$ cat src/rtl/count_event_buffer.sv
// Watches a free-running count word, turns each value change into a {wrap, value}
// event and queues it in a first-word-fall-through FIFO behind a valid/ready port.
module count_event_buffer #(
  parameter int WIDTH = 4,
  parameter int DEPTH = 8,
  parameter int DROPW = 8
) (
  input  logic                       clk,
  input  logic                       rstn,
  input  logic [WIDTH-1:0]           count_in,
  input  logic                       sample_en,
  input  logic                       out_ready,
  output logic                       out_valid,
  output logic [WIDTH-1:0]           out_data,
  output logic                       out_wrap,
  output logic [$clog2(DEPTH):0]     level,
  output logic                       full,
  output logic                       overflow,
  output logic [DROPW-1:0]           drop_count
);

  localparam int AW = $clog2(DEPTH);
  localparam int LW = AW + 1;

  logic [WIDTH:0]     mem [DEPTH];
  logic [AW-1:0]      rd_ptr;
  logic [AW-1:0]      wr_ptr;
  logic [WIDTH-1:0]   prev_count;
  logic               prev_vld;
  logic               event_det;
  logic               pop;
  logic               push;
  logic               drop;

  assign out_valid = (level != '0);
  assign full      = (level == LW'(DEPTH));

  // Gate the head so an empty FIFO presents zeros rather than stale storage.
  assign out_data  = out_valid ? mem[rd_ptr][WIDTH-1:0] : '0;
  assign out_wrap  = out_valid ? mem[rd_ptr][WIDTH]     : 1'b0;

  assign event_det = sample_en && prev_vld && (count_in != prev_count);
  assign pop       = out_valid && out_ready;
  // A pop on the same edge frees a slot, so a full FIFO can still accept.
  assign push      = event_det && (!full || pop);
  assign drop      = event_det && full && !pop;

  // NOTE: storage is not reset; level gates every read, so stale entries are never seen.
  always_ff @(posedge clk) begin
    if (push) mem[wr_ptr] <= {(count_in < prev_count), count_in};
  end

  // NOTE: sequential state uses non-blocking assignments so every register sees pre-edge values.
  always_ff @(posedge clk) begin
    if (rstn) begin
      rd_ptr     <= '0;
      wr_ptr     <= '0;
      level      <= '0;
      prev_count <= '0;
      prev_vld   <= 1'b0;
      overflow   <= 1'b0;
      drop_count <= '0;
    end else begin
      if (sample_en) begin
        prev_count <= count_in;
        prev_vld   <= 1'b1;
      end
      if (push) wr_ptr <= wr_ptr + 1'b1;
      if (pop)  rd_ptr <= rd_ptr + 1'b1;
      case ({push, pop})
        2'b10:   level <= level + 1'b1;
        2'b01:   level <= level - 1'b1;
        default: level <= level;
      endcase
      if (drop) begin
        overflow <= 1'b1;
        if (drop_count != '1) drop_count <= drop_count + DROPW'(1);
      end
    end
  end

endmodule

$ cat config.mk
export PLATFORM = sky130hd
export DESIGN_NAME = count_event_buffer
export DESIGN_NICKNAME = d
export VERILOG_FILES = /design/src/rtl/count_event_buffer.sv
export SDC_FILE = /design/constraint.sdc
export NUM_CORES = 1
export LEC_CHECK = 0
export CAP_MARGIN = 0
export CELL_PAD_IN_SITES_DETAIL_PLACEMENT = 1
export CELL_PAD_IN_SITES_GLOBAL_PLACEMENT = 1
export CORE_UTILIZATION = 45
export CTS_CLUSTER_SIZE = 16
export DETAILED_ROUTE_END_ITERATION = 10
export PLACE_DENSITY_LB_ADDON = 0.1
export SYNTH_ARGS = -nofsm -noshare
export SYNTH_HDL_FRONTEND = slang
export SYNTH_SLANG_ARGS = --single-unit
$ cat constraint.sdc
create_clock -name clk -period 3.4 [get_ports clk]
set_input_delay 0.51 -clock clk [delete_from_list [all_inputs] [get_ports clk]]
set_output_delay 0.51 -clock clk [all_outputs]
set_load 0.03 [all_outputs]
==> results_dict.tcl, run 1 <==
set metrics [dict create \
    synthCells 226 \
    numCtsBuffers 9 \
    hpwl_um 4390 \
    final_util 0.577 \
    cts_setup_buffers 0 \
    whs_path_depth 2 \
    power_w 0.00251 \
    fillers 665 \
    min_from "overflow" \
    worst-endpoint-arrival_ps 3130 \
    relSlewSlack 0.584 \
    grtUsageTotal 0.212 \
    critPathLaunchType "primary input" \
    skew_ps 3.15 \
    power.share.clock 0.347 \
    p_sw_frac 0.292 \
    start_util 0.464 \
    ys_seq_elements 67 \
    setup_violations 0 \
    ys_async_sr_fraction 0 \
    antenna_found_initial 0 \
    r2r-end "level[3]" \
    port_buffers 27 \
    period_share 0.854 \
    drive_above_1_share 0.167 \
    cts-root-buf "clkbuf_8" \
    place_congestion 0.836 \
    synth_area_per_cell_um2 13.0 \
    status "complete, no violations" \
    synth-edff-count 40 \
    seqPwrFrac 0.384 \
    wl_per_cell_um 18.2 \
    fin_worst_hold_slack_ps 488 \
    cts_tree "yes" \
    h-tree-depth 3 \
    p_leak_nw 1.28 \
    synthDominantCellAreaShare 0.410 \
    vias 1991 \
    crit_chain "clkdlybuf4s50_1 > inv_1 > ha_1 > and4_1 > o21ai_0 > inv_1 > ha_1 > a21o_2 > a21oi_1 > mux2i_1 > mux2_2" \
    worst_pin_slew_ps 616 \
    syn-num-nets 244 \
    hold_class "flop to flop" \
    power.density_nw_per_um2 689 \
    drv_cap 0 \
    grt_pass1_vias 1995 \
    synthDistinctLibCells 44 \
    grt_max_degree 17 \
    drc_errors 0 \
    viasPerCell 5.66 \
    grt_overflow 0 \
    synth_area_leader_cell "edfxtp_1" \
    fin_area_um2 3640 \
    clock_path_buffers 2 \
    synthFlopType "edfxtp_1" \
    yosys-top-cells-count "edfxtp_1 (40), dfxtp_1 (27), nor2_1 (19)" \
    r2r_start "prev_count[2]" \
    crit_path_end_kind "flop" \
    slowest_delay_ps 510 \
    internal_power_w 0.00178 \
    fin_crit_ps 2900 \
    setup_tns_ps 0 \
    path_max_fanout 3 \
    ys_warn_count 0 \
    fmax_mhz 344 \
    drtPass1Iterations 4 \
    holdPathEnd "overflow" \
    r2r_slack_ps 800 \
    clock_latency_ps 330 \
    crit_type "primary input to flop" \
    place_area_um2 3380 \
    nets 288 \
    cp_slowest_cell "clkdlybuf4s50_1" \
    yosysMostFrequentCell "edfxtp_1" \
    synth.area.top_cells "edfxtp_1 (41%), dfxtp_1 (18%), mux4_2 (7.7%)" \
    r2r_cells 10 \
    routed_wl_um 6410 \
    crit_required_ps 3620 \
    cts_resized 0 \
    boundaryPins 28 \
    dieArea_um2 6840 \
    rsz0062_at_grt "false" \
    path_clk_slew_ps 70 \
    antenna_left 0 \
    grt_pass1_wl_um 10100 \
    hold_buffers 0 \
    diodes 0 \
    clkSinkCount 67 \
    power_frac_comb 0.268 \
    die_x_um 82.7 \
    hold_viol 0 \
    rows 29 \
    drtIter0Drc 114 \
    area_growth_pct 24.3 \
    die-height_um 82.7 \
    syn_area_um2 2930 \
    ys_seq_area_frac 0.594 \
    drv_slew 0 \
    netSwitchingPower_w 0.000732 \
    core_um2 6310 \
    peakVddDrop_v 0.000512 \
]
[kinds of logic after synthesis]
group           synth area share
mux                        0.115
flops                      0.594
fa+ha+maj                 0.0453
buf+inv                   0.0324
compound gates            0.0747
simple gates               0.126
xor+xnor                  0.0120
[cell usage in the layout (no fill, tap or decap), types with 5 or more instances in the layout]
| cell | n |
|---|---|
| a21oi_1 | 13 |
| buf_4 | 18 |
| clkbuf_8 | 9 |
| clkdlybuf4s50_1 | 27 |
| dfxtp_1 | 27 |
| edfxtp_1 | 40 |
| ha_1 | 9 |
| inv_1 | 11 |
| mux2i_1 | 10 |
| mux4_2 | 10 |
| nand2_1 | 11 |
| nor2_1 | 19 |
| nor3_1 | 5 |
| o21ai_0 | 7 |
[state kept, by name (all words and copies together) (netlist names), named ones only]
register	cells
drop_count	8
wr_ptr	3
rd_ptr	3
prev_count	4
prev_vld	1
mem	40
level	4
overflow	1
[metrics by stage]
stage                     std cells  setup WS (ps)
after floorplan                 226            572
after global placement          336            220
after detailed placement        336            153
after CTS                       352            501
after global routing            352            348
final                           352            496
[layout make-up]
class                   count  area (µm²)  share of cell area
flip-flops and latches     67        1740               0.478
multi-input cells         136        1090               0.300
repair buffers             45         405               0.111
clock inverters             6         138              0.0378
clock buffers              10         128              0.0350
well taps                  77        96.3              0.0264
inverters                  11        41.3              0.0113
[worst max-delay path by stage]
stage | start | end | slack (ps) | cells past startpoint
6_report | count_in[0] | level[3] | 500 | 11
5_1_grt | count_in[0] | level[3] | 350 | 11
4_1_cts | count_in[0] | level[3] | 500 | 11
3_5_place_dp | count_in[0] | level[3] | 150 | 11
3_3_place_gp | count_in[0] | level[3] | 220 | 11
2_1_floorplan | count_in[1] | level[3] | 570 | 9
[critical path, delay by kind of cell]
| family | cells | cell delay, ps |
|---|---|---|
| AO/OA/AOI/OAI | 3 | 610 |
| adder cells (fa/ha/maj) | 2 | 580 |
| buffers and inverters | 3 | 680 |
| multiplexers | 2 | 560 |
| AND/OR/NAND/NOR | 1 | 190 |
[power groups by stage]
stage               Combinational (W)  Sequential (W)  Clock [W]
finish                       0.000674        0.000964   0.000872
global route                 0.000738        0.000972   0.000923
CTS                          0.000685        0.000964   0.000890
detailed placement           0.000679        0.000982          0
global placement             0.000661        0.000979          0
floorplan                    0.000401        0.000990          0
[layer usage]
layer  share of wire  vias up  GRT usage
met2            0.50       50      0.366
met4           0.025        0      0.107
met1            0.43      974      0.251
met3           0.041       15     0.0374
met5               0        -          0
li1                -      952          -
(Power assumes the default switching activity.)
==> run 2: changes to the inputs <==
PLACE_DENSITY = 0.83   (was unset)
PLACE_DENSITY_LB_ADDON = unset   (was 0.1)
==> run 2 against run 1 <==
Total power is 6.0% lower. Via count hardly changed. Setup slack worse by 60 ps. Die area stayed put. Critical path type is now flop to output pin. Largest cell class unchanged. Highest routed layer unchanged.
==> results_dict.tcl, run 2 (synthesis results as in run 1) <==
set metrics [dict create \
    setup_tns_ps 0 \
    cts_resized 0 \
    fillers 651 \
    antenna_left 0 \
    cts_setup_buffers 0 \
    fin_crit_ps 2960 \
    die_x_um 82.7 \
    grt_pass1_wl_um 10800 \
    largest_reg_flops 40 \
    worst-endpoint-arrival_ps 2450 \
    clock_latency_ps 350 \
    hold_viol 0 \
    peakVddDrop_v 0.000395 \
    rsz0062_at_grt "false" \
    place_congestion 0.789 \
    antenna_found_initial 0 \
    layout_common_cells "edfxtp_1 (40), dfxtp_1 (27), clkdlybuf4s50_1 (27)" \
    dieArea_um2 6840 \
    p_leak_nw 1.26 \
    start_util 0.464 \
    grtUsageTotal 0.224 \
    setup_violations 0 \
    h-tree-depth 3 \
    hpwl_um 4890 \
    drc_errors 0 \
    worst_pin_slew_ps 659 \
    boundaryPins 28 \
    multi_input_area_um2 1090 \
    reg_top3 "mem: 40 flops, drop_count: 8 flops" \
    power.density_nw_per_um2 656 \
    drtIter0Drc 106 \
    rows 29 \
    mostFrequentLayoutCell "edfxtp_1" \
    stdcell_count 352 \
    skew_ps 10.6 \
    nets 288 \
    grt_overflow 0 \
    fin_worst_hold_slack_ps 487 \
    period_share 0.872 \
    port_buffers 27 \
    numCtsBuffers 9 \
    drive_above_1_share 0.171 \
    placedCellCount 336 \
    cts_tree "yes" \
    area_growth_pct 22.7 \
    crit_path_end_kind "output pin" \
    relSlewSlack 0.555 \
    crit_type "flop to output pin" \
    diodes 0 \
    path_clk_slew_ps 80 \
    vias 1992 \
    regArea_um2 1740 \
    top_register "mem" \
    hold_class "flop to flop" \
    clkSinkCount 67 \
    die-height_um 82.7 \
    status "complete, no violations" \
    hold_buffers 0 \
    routed_wl_um 6730 \
    grt_pass1_vias 2119 \
    drtPass1Iterations 4 \
    crit_required_ps 2890 \
    wl_per_cell_um 19.1 \
    drv_slew 0 \
    cts-root-buf "clkbuf_8" \
    grt_max_degree 16 \
    core_um2 6310 \
    fmax_mhz 337 \
    viasPerCell 5.66 \
    clock_path_buffers 2 \
    drv_cap 0 \
    critPathLaunchType "flop" \
    path_max_fanout 6 \
]
run 2: cell type report:
| class | count | share of cell area |
|---|---|---|
| flip-flops and latches | 67 | 0.485 |
| well taps | 77 | 0.0268 |
| inverters | 11 | 0.0115 |
| clock buffers | 10 | 0.0414 |
| repair buffers | 45 | 0.113 |
| clock inverters | 6 | 0.0188 |
| multi-input cells | 136 | 0.304 |
run 2: critical path, stage by stage (launching register included):
cell and delay [ps]:
dfxtp_1 550, buf_4 250, mux4_2 520, mux2i_1 140, nor2_1 60, clkdlybuf4s50_1 590
run 2: metal layers:
layer | GRT usage | vias up | routed length, µm
met1 | 0.250 | 986 | 2800
met4 | 0.0793 | 0 | 106
li1 | - | 949 | -
met2 | 0.411 | 42 | 3600
met3 | 0.0538 | 15 | 223
met5 | 0 | - | 0
run 2: worst paths after layout:
| kind | start | endpoint | slack [ps] | depth (start not counted) |
|---|---|---|---|---|
| worst max register to register | prev_count[2] | level[3] | 750 | 10 |
| worst max-delay path | flop | out_data[0] | 440 | 5 |
| worst min-delay path | overflow | overflow | 490 | 2 |
| worst min register to register | overflow | overflow | 490 | 2 |
run 2: where the power goes:
group	total (W)	leakage (nW)	switching [W]	internal [W]
Combinational	0.000667	0.563	0.000356	0.000311
Sequential	0.000975	0.581	0.0000720	0.000903
Clock	0.000718	0.113	0.000329	0.000389
run 2: metrics by stage:
stage	setup WS (ps)	cell area (µm²)	total power [W]	util
CTS	379	3590	0.00238	0.569
detailed placement	122	3380	0.00167	0.535
global placement	225	3380	0.00163	0.535
floorplan	572	2930	0.00139	-
finish	436	3590	0.00236	0.569
global route	264	3590	0.00248	0.569
